`src/rtl/yacht_score_eval.sv`:
```
// Sequential Yacht scorer: snapshots five dice, builds a face histogram,
// then fills a 12-entry score table. Optional best tracker: YACHT_SCORE_BEST_EN.
module yacht_score_eval #(
  parameter int unsigned SS_PTS    = 15,
  parameter int unsigned LS_PTS    = 30,
  parameter int unsigned YACHT_PTS = 50
) (
  input  logic       clk,
  input  logic       reset_n,
  input  logic       eval_start,
  input  logic [2:0] dice1,
  input  logic [2:0] dice2,
  input  logic [2:0] dice3,
  input  logic [2:0] dice4,
  input  logic [2:0] dice5,
  input  logic [3:0] cat_sel,
  output logic       busy,
  output logic       done,
  output logic       invalid,
  output logic [5:0] score_out,
  output logic [3:0] best_cat,
  output logic [5:0] best_score
);

  typedef enum logic [1:0] {
    IDLE,
    COUNT,
    EVAL,
    FIN
  } state_t;

  state_t     state_q;
  logic [2:0] snap_q [5];
  logic [2:0] hist_q [1:6];
  logic [4:0] sum_q;
  logic       err_q;
  logic [3:0] idx_q;
  logic [5:0] tbl_q  [12];

  logic [2:0] cur_die;
  logic       die_bad;
  logic [6:1] pres;
  logic       any4;
  logic       any5;
  logic       has3;
  logic       has2;
  logic       ss;
  logic       ls;
  logic [5:0] sum6;
  logic [5:0] face_val;
  logic [5:0] cat_val;

  assign cur_die = snap_q[0];
  assign die_bad = (cur_die == 3'd0) || (cur_die == 3'd7);
  assign sum6    = {1'b0, sum_q};

  always_comb begin
    any4     = 1'b0;
    any5     = 1'b0;
    has3     = 1'b0;
    has2     = 1'b0;
    pres     = '0;
    face_val = '0;
    for (int f = 1; f <= 6; f++) begin
      pres[f] = (hist_q[f] != 3'd0);
      any4    = any4 | (hist_q[f] >= 3'd4);
      any5    = any5 | (hist_q[f] == 3'd5);
      has3    = has3 | (hist_q[f] == 3'd3);
      has2    = has2 | (hist_q[f] == 3'd2);
      if (idx_q == 4'(f - 1))
        face_val = 6'(hist_q[f]) * 6'(f);
    end
    ss = (&pres[4:1]) | (&pres[5:2]) | (&pres[6:3]);
    ls = (&pres[5:1]) | (&pres[6:2]);
  end

  // Five of a kind has no 3 or 2 bin, so it never scores as a full house.
  always_comb begin
    cat_val = '0;
    case (idx_q)
      4'd6:    cat_val = sum6;
      4'd7:    cat_val = any4 ? sum6 : 6'd0;
      4'd8:    cat_val = (has3 && has2) ? sum6 : 6'd0;
      4'd9:    cat_val = ss ? 6'(SS_PTS) : 6'd0;
      4'd10:   cat_val = ls ? 6'(LS_PTS) : 6'd0;
      4'd11:   cat_val = any5 ? 6'(YACHT_PTS) : 6'd0;
      default: cat_val = face_val;
    endcase
    if (err_q)
      cat_val = '0;
  end

  always_ff @(posedge clk or negedge reset_n) begin
    if (!reset_n) begin
      state_q <= IDLE;
      for (int i = 0; i < 5; i++) snap_q[i] <= '0;
      for (int f = 1; f <= 6; f++) hist_q[f] <= '0;
      for (int c = 0; c < 12; c++) tbl_q[c] <= '0;
      sum_q   <= '0;
      err_q   <= 1'b0;
      idx_q   <= '0;
      busy    <= 1'b0;
      done    <= 1'b0;
      invalid <= 1'b0;
    end else begin
      done <= 1'b0;
      unique case (state_q)
        IDLE: begin
          if (eval_start) begin
            snap_q[0] <= dice1;
            snap_q[1] <= dice2;
            snap_q[2] <= dice3;
            snap_q[3] <= dice4;
            snap_q[4] <= dice5;
            for (int f = 1; f <= 6; f++) hist_q[f] <= '0;
            sum_q   <= '0;
            err_q   <= 1'b0;
            idx_q   <= '0;
            busy    <= 1'b1;
            state_q <= COUNT;
          end
        end
        COUNT: begin
          if (die_bad) begin
            err_q <= 1'b1;
          end else begin
            for (int f = 1; f <= 6; f++)
              if (cur_die == 3'(f))
                hist_q[f] <= hist_q[f] + 3'd1;
            sum_q <= sum_q + {2'b00, cur_die};
          end
          for (int i = 0; i < 4; i++) snap_q[i] <= snap_q[i+1];
          snap_q[4] <= '0;
          if (idx_q == 4'd4) begin
            idx_q   <= '0;
            state_q <= EVAL;
          end else begin
            idx_q <= idx_q + 4'd1;
          end
        end
        EVAL: begin
          for (int c = 0; c < 12; c++)
            if (idx_q == 4'(c))
              tbl_q[c] <= cat_val;
          if (idx_q == 4'd11) begin
            idx_q   <= '0;
            state_q <= FIN;
          end else begin
            idx_q <= idx_q + 4'd1;
          end
        end
        FIN: begin
          done    <= 1'b1;
          busy    <= 1'b0;
          invalid <= err_q;
          state_q <= IDLE;
        end
        default: state_q <= IDLE;
      endcase
    end
  end

  always_comb begin
    score_out = '0;
    for (int c = 0; c < 12; c++)
      if (cat_sel == 4'(c))
        score_out = tbl_q[c];
  end

`ifdef YACHT_SCORE_BEST_EN
  logic [3:0] run_cat_q;
  logic [5:0] run_score_q;

  // Strictly-greater update keeps the lowest index on ties.
  always_ff @(posedge clk or negedge reset_n) begin
    if (!reset_n) begin
      run_cat_q   <= '0;
      run_score_q <= '0;
      best_cat    <= '0;
      best_score  <= '0;
    end else begin
      if (state_q == IDLE && eval_start) begin
        run_cat_q   <= '0;
        run_score_q <= '0;
      end else if (state_q == EVAL && cat_val > run_score_q) begin
        run_cat_q   <= idx_q;
        run_score_q <= cat_val;
      end
      if (state_q == FIN) begin
        best_cat   <= run_cat_q;
        best_score <= run_score_q;
      end
    end
  end
`else
  assign best_cat   = '0;
  assign best_score = '0;
`endif

endmodule

```
`config.mk`:
```
export PLATFORM = sky130hd
export DESIGN_NAME = yacht_score_eval
export DESIGN_NICKNAME = d
export VERILOG_FILES = /design/src/rtl/yacht_score_eval.sv
export SDC_FILE = /design/constraint.sdc
export NUM_CORES = 1
export LEC_CHECK = 0
export ABC_CLOCK_PERIOD_IN_PS = 5400
export CAP_MARGIN = 20
export CELL_PAD_IN_SITES_DETAIL_PLACEMENT = 1
export CELL_PAD_IN_SITES_GLOBAL_PLACEMENT = 1
export CORE_MARGIN = 2
export CORE_UTILIZATION = 38
export CTS_CLUSTER_DIAMETER = 80
export CTS_CLUSTER_SIZE = 14
export DETAILED_ROUTE_END_ITERATION = 6
export HOLD_SLACK_MARGIN = 0.06
export PLACE_DENSITY = 0.71
export SLEW_MARGIN = 40
export SYNTH_ARGS = -nofsm -noshare
export SYNTH_HDL_FRONTEND = slang
export SYNTH_SLANG_ARGS = --single-unit
export TNS_END_PERCENT = 100
```
`constraint.sdc`:
```
create_clock -name clk -period 5.4 [get_ports clk]
set_clock_uncertainty 0.2 [all_clocks]
set_input_delay 1.08 -clock clk [delete_from_list [all_inputs] [get_ports clk]]
set_output_delay 1.08 -clock clk [all_outputs]
set_load 0.1 [all_outputs]
```
==> flow_metrics.env <==
export IMPL_cp_end_kind="output port"
export IMPL_nFillCells=1976
export IMPL_max_freq_ghz=0.2158
export IMPL_cts_tree="built"
export IMPL_rows=49
export IMPL_hold_path_class="reg2reg"
export IMPL_layout_commonest_cell="dfrtp_1"
export IMPL_grt_pass1_wl_mm=31.03
export IMPL_crit_arrival_ns=3.35
export IMPL_core_um2=17780
export IMPL_timing_final_crit_period_ns=4.634
export IMPL_grt_usage_pct=20.43
export IMPL_area_delta_synth_final_pct=16.35
export IMPL_max_clock_path_buffers=2
export IMPL_final_layout_size_suffix_gt1_share_pct=10.78
export IMPL_die_y_um=138.1
export IMPL_setup_viol_count_final=0
export IMPL_clk_latency_ns=0.43
export IMPL_postSynthAreaPerCell_um2=10.12
export IMPL_rsz0062_at_grt="no"
export IMPL_synth_flop_cell="dfrtp_1"
export IMPL_diodes=0
export IMPL_final_util_pct=44.72
export IMPL_h_tree_depth=4
export IMPL_io_buffer_count=30
export IMPL_grt_max_degree=52
export IMPL_maxCapViolCount=0
export IMPL_drv_slew=0
export IMPL_synth_seq_cells=120
export IMPL_async_flop_share_pct=100.0
export IMPL_synth_cell_type_count=56
export IMPL_seq_area_frac_synth_pct=43.94
export IMPL_final_cell_mix="120 x dfrtp_1, 65 x o21ai_0, 61 x nand2_1, 47 x ha_1, 39 x a22o_1"
export IMPL_tightest_slew_ns=0.8217
export IMPL_vias=5330
export IMPL_fin_nets=765
export IMPL_grt_antenna_before_repair=0
export IMPL_numCtsBuffers=17
export IMPL_grt_overflow=0
export IMPL_cts_hold_buf=0
export IMPL_drt_total_wl_mm=19.10
export IMPL_slew_headroom_pct=45.22
export IMPL_status="completed"
export IMPL_die_w_um=138.1
export IMPL_initial_core_util_pct=38.44
export IMPL_cts_resized_gates=0
export IMPL_yosys_area_top_type="dfrtp_1"
export IMPL_setup_worst_path_class="in2out"
export IMPL_post_route_period_util_pct=85.82
export IMPL_post_cts_buffers=0
export IMPL_netlist_instances=675
export IMPL_vias_per_cell=5.707
export IMPL_detail_route_antenna_nets=0
export IMPL_synthTopCellsByArea="dfrtp_1 44%, ha_1 8.8%, a22o_1 5.0%"
export IMPL_final_hold_viol_count=0
export IMPL_path_clk_slew_ns=0.06
export IMPL_power_leakage_nw=3.497
export IMPL_cp_data_required_time_ns=4.12
export IMPL_drt_iter0_markers=362
export IMPL_grt_pass1_vias=5741
export IMPL_die_area_um2=19070
export IMPL_setup_tns_ns=0
export IMPL_place_gp_congestion=0.8495
export IMPL_start_kind="input pin"
export IMPL_drc=0
export IMPL_synth_edff_count=0
export IMPL_clockRootBuffer="clkbuf_16"
export IMPL_ys_warnings_count=0
export IMPL_cp_max_fo=25
export IMPL_num_io_pins=41
export IMPL_dp_hpwl_mm=13.53
export IMPL_syn_area_um2=6834
export IMPL_peakVddDrop_mv=0.2582
export IMPL_cts_sinks=120
export IMPL_routedWlPerCell_um=20.45
export IMPL_synth_top_area_share_pct=43.94
export IMPL_firstDrtPassIters=5
export IMPL_power_density_nw_per_um2=478.2
-- where the power goes --
part	switching, mW	internal (mW)	leakage, nW	total [mW]
registers	0.204	1.07	1.63	1.28
clock network	0.432	0.764	0.297	1.20
logic	0.887	0.444	1.56	1.33
-- through the flow --
step	total power, mW	hold WS [ns]	setup WS, ns	area, um^2	cells
2_1_floorplan	2.202	0.2432	0.01586	6868	684
3_5_place_dp	2.614	0.2703	0.7246	7336	902
6_report	3.803	0.2829	0.7658	7951	934
5_1_grt	4.043	0.3080	0.5682	7951	934
4_1_cts	3.834	0.2835	0.7241	7951	934
3_3_place_gp	2.552	0.2561	0.7531	7341	902
-- sequential cells by signal (all words and copies together), names as in the netlist --
| register | cells |
|---|---|
| cur_die | 3 |
| hist_q | 18 |
| err_q | 1 |
| state_q | 2 |
| done | 1 |
| idx_q | 4 |
| busy | 1 |
| invalid | 1 |
| snap_q | 12 |
| tbl_q | 72 |
| sum_q | 5 |
-- cell type report --
class	count	area [um^2]	area share [%]
Tap cell	229	286.5	3.603
Multi-Input combinational cell	491	3565	44.83
Clock inverter	10	141.4	1.778
Sequential cell	120	3003	37.77
Clock buffer	22	474.2	5.964
Timing Repair Buffer	35	380.4	4.784
Inverter	27	101.3	1.275
-- cell families after synthesis --
family          share of synthesized area (%)
other cells                           0.05487
mux                                     8.568
simple gates                            12.67
flops                                   43.94
xor+xnor                               0.5127
buf+inv                                 4.632
compound gates                          19.96
fa+ha+maj                               9.667
-- critical path, stage by stage --
cell and delay [ns]:
clkdlybuf4s50_1 0.84, buf_4 0.42, mux2i_1 0.12, a221oi_1 0.30, a21oi_1 0.12, o22ai_1 0.26, buf_12 0.22
-- per-layer routing --
metal  up-vias  global-route usage [%]  routed length (um)
met5         -                       0                   0
met4         0                   5.693                 267
met3        24                   4.260                 614
met2       104                   35.90                9788
met1      2724                   25.55                8426
li1       2478                       -                   -
-- cells in the mapped netlist (4+ instances only) --
cell type / instances
inv_1: 27
nor2b_1: 15
o21ai_0: 65
nand2_1: 61
o31ai_1: 12
buf_2: 4
buf_1: 7
clkbuf_1: 25
nand3_1: 28
mux4_2: 9
ha_1: 48
dfrtp_1: 120
nand2b_1: 4
a211oi_1: 5
buf_4: 10
nor3_1: 5
a31oi_1: 9
a221oi_1: 4
a22oi_1: 10
a21oi_1: 28
nand3b_1: 12
a22o_1: 39
mux2_2: 10
nor2_1: 31
and2_1: 8
mux2i_1: 27
-- worst paths after layout --
path,start,end,slack [ns],depth (start not counted)
worst min-delay path,tbl_q[55]$_DFFE_PN0P_,tbl_q[55]$_DFFE_PN0P_,0.28,2
worst max-delay path,cat_sel[0],score_out[5],0.77,7
worst min register to register,tbl_q[55]$_DFFE_PN0P_,tbl_q[55]$_DFFE_PN0P_,0.28,2
worst max register to register,hist_q[2]$_DFFE_PN0P_,tbl_q[18]$_DFFE_PN0P_,2.35,8
max in group asynchronous,reset_n,tbl_q[20]$_DFFE_PN0P_,3.53,2
min in group asynchronous,reset_n,tbl_q[50]$_DFFE_PN0P_,0.42,1
Note: power is estimated with default switching activity, not from simulation.
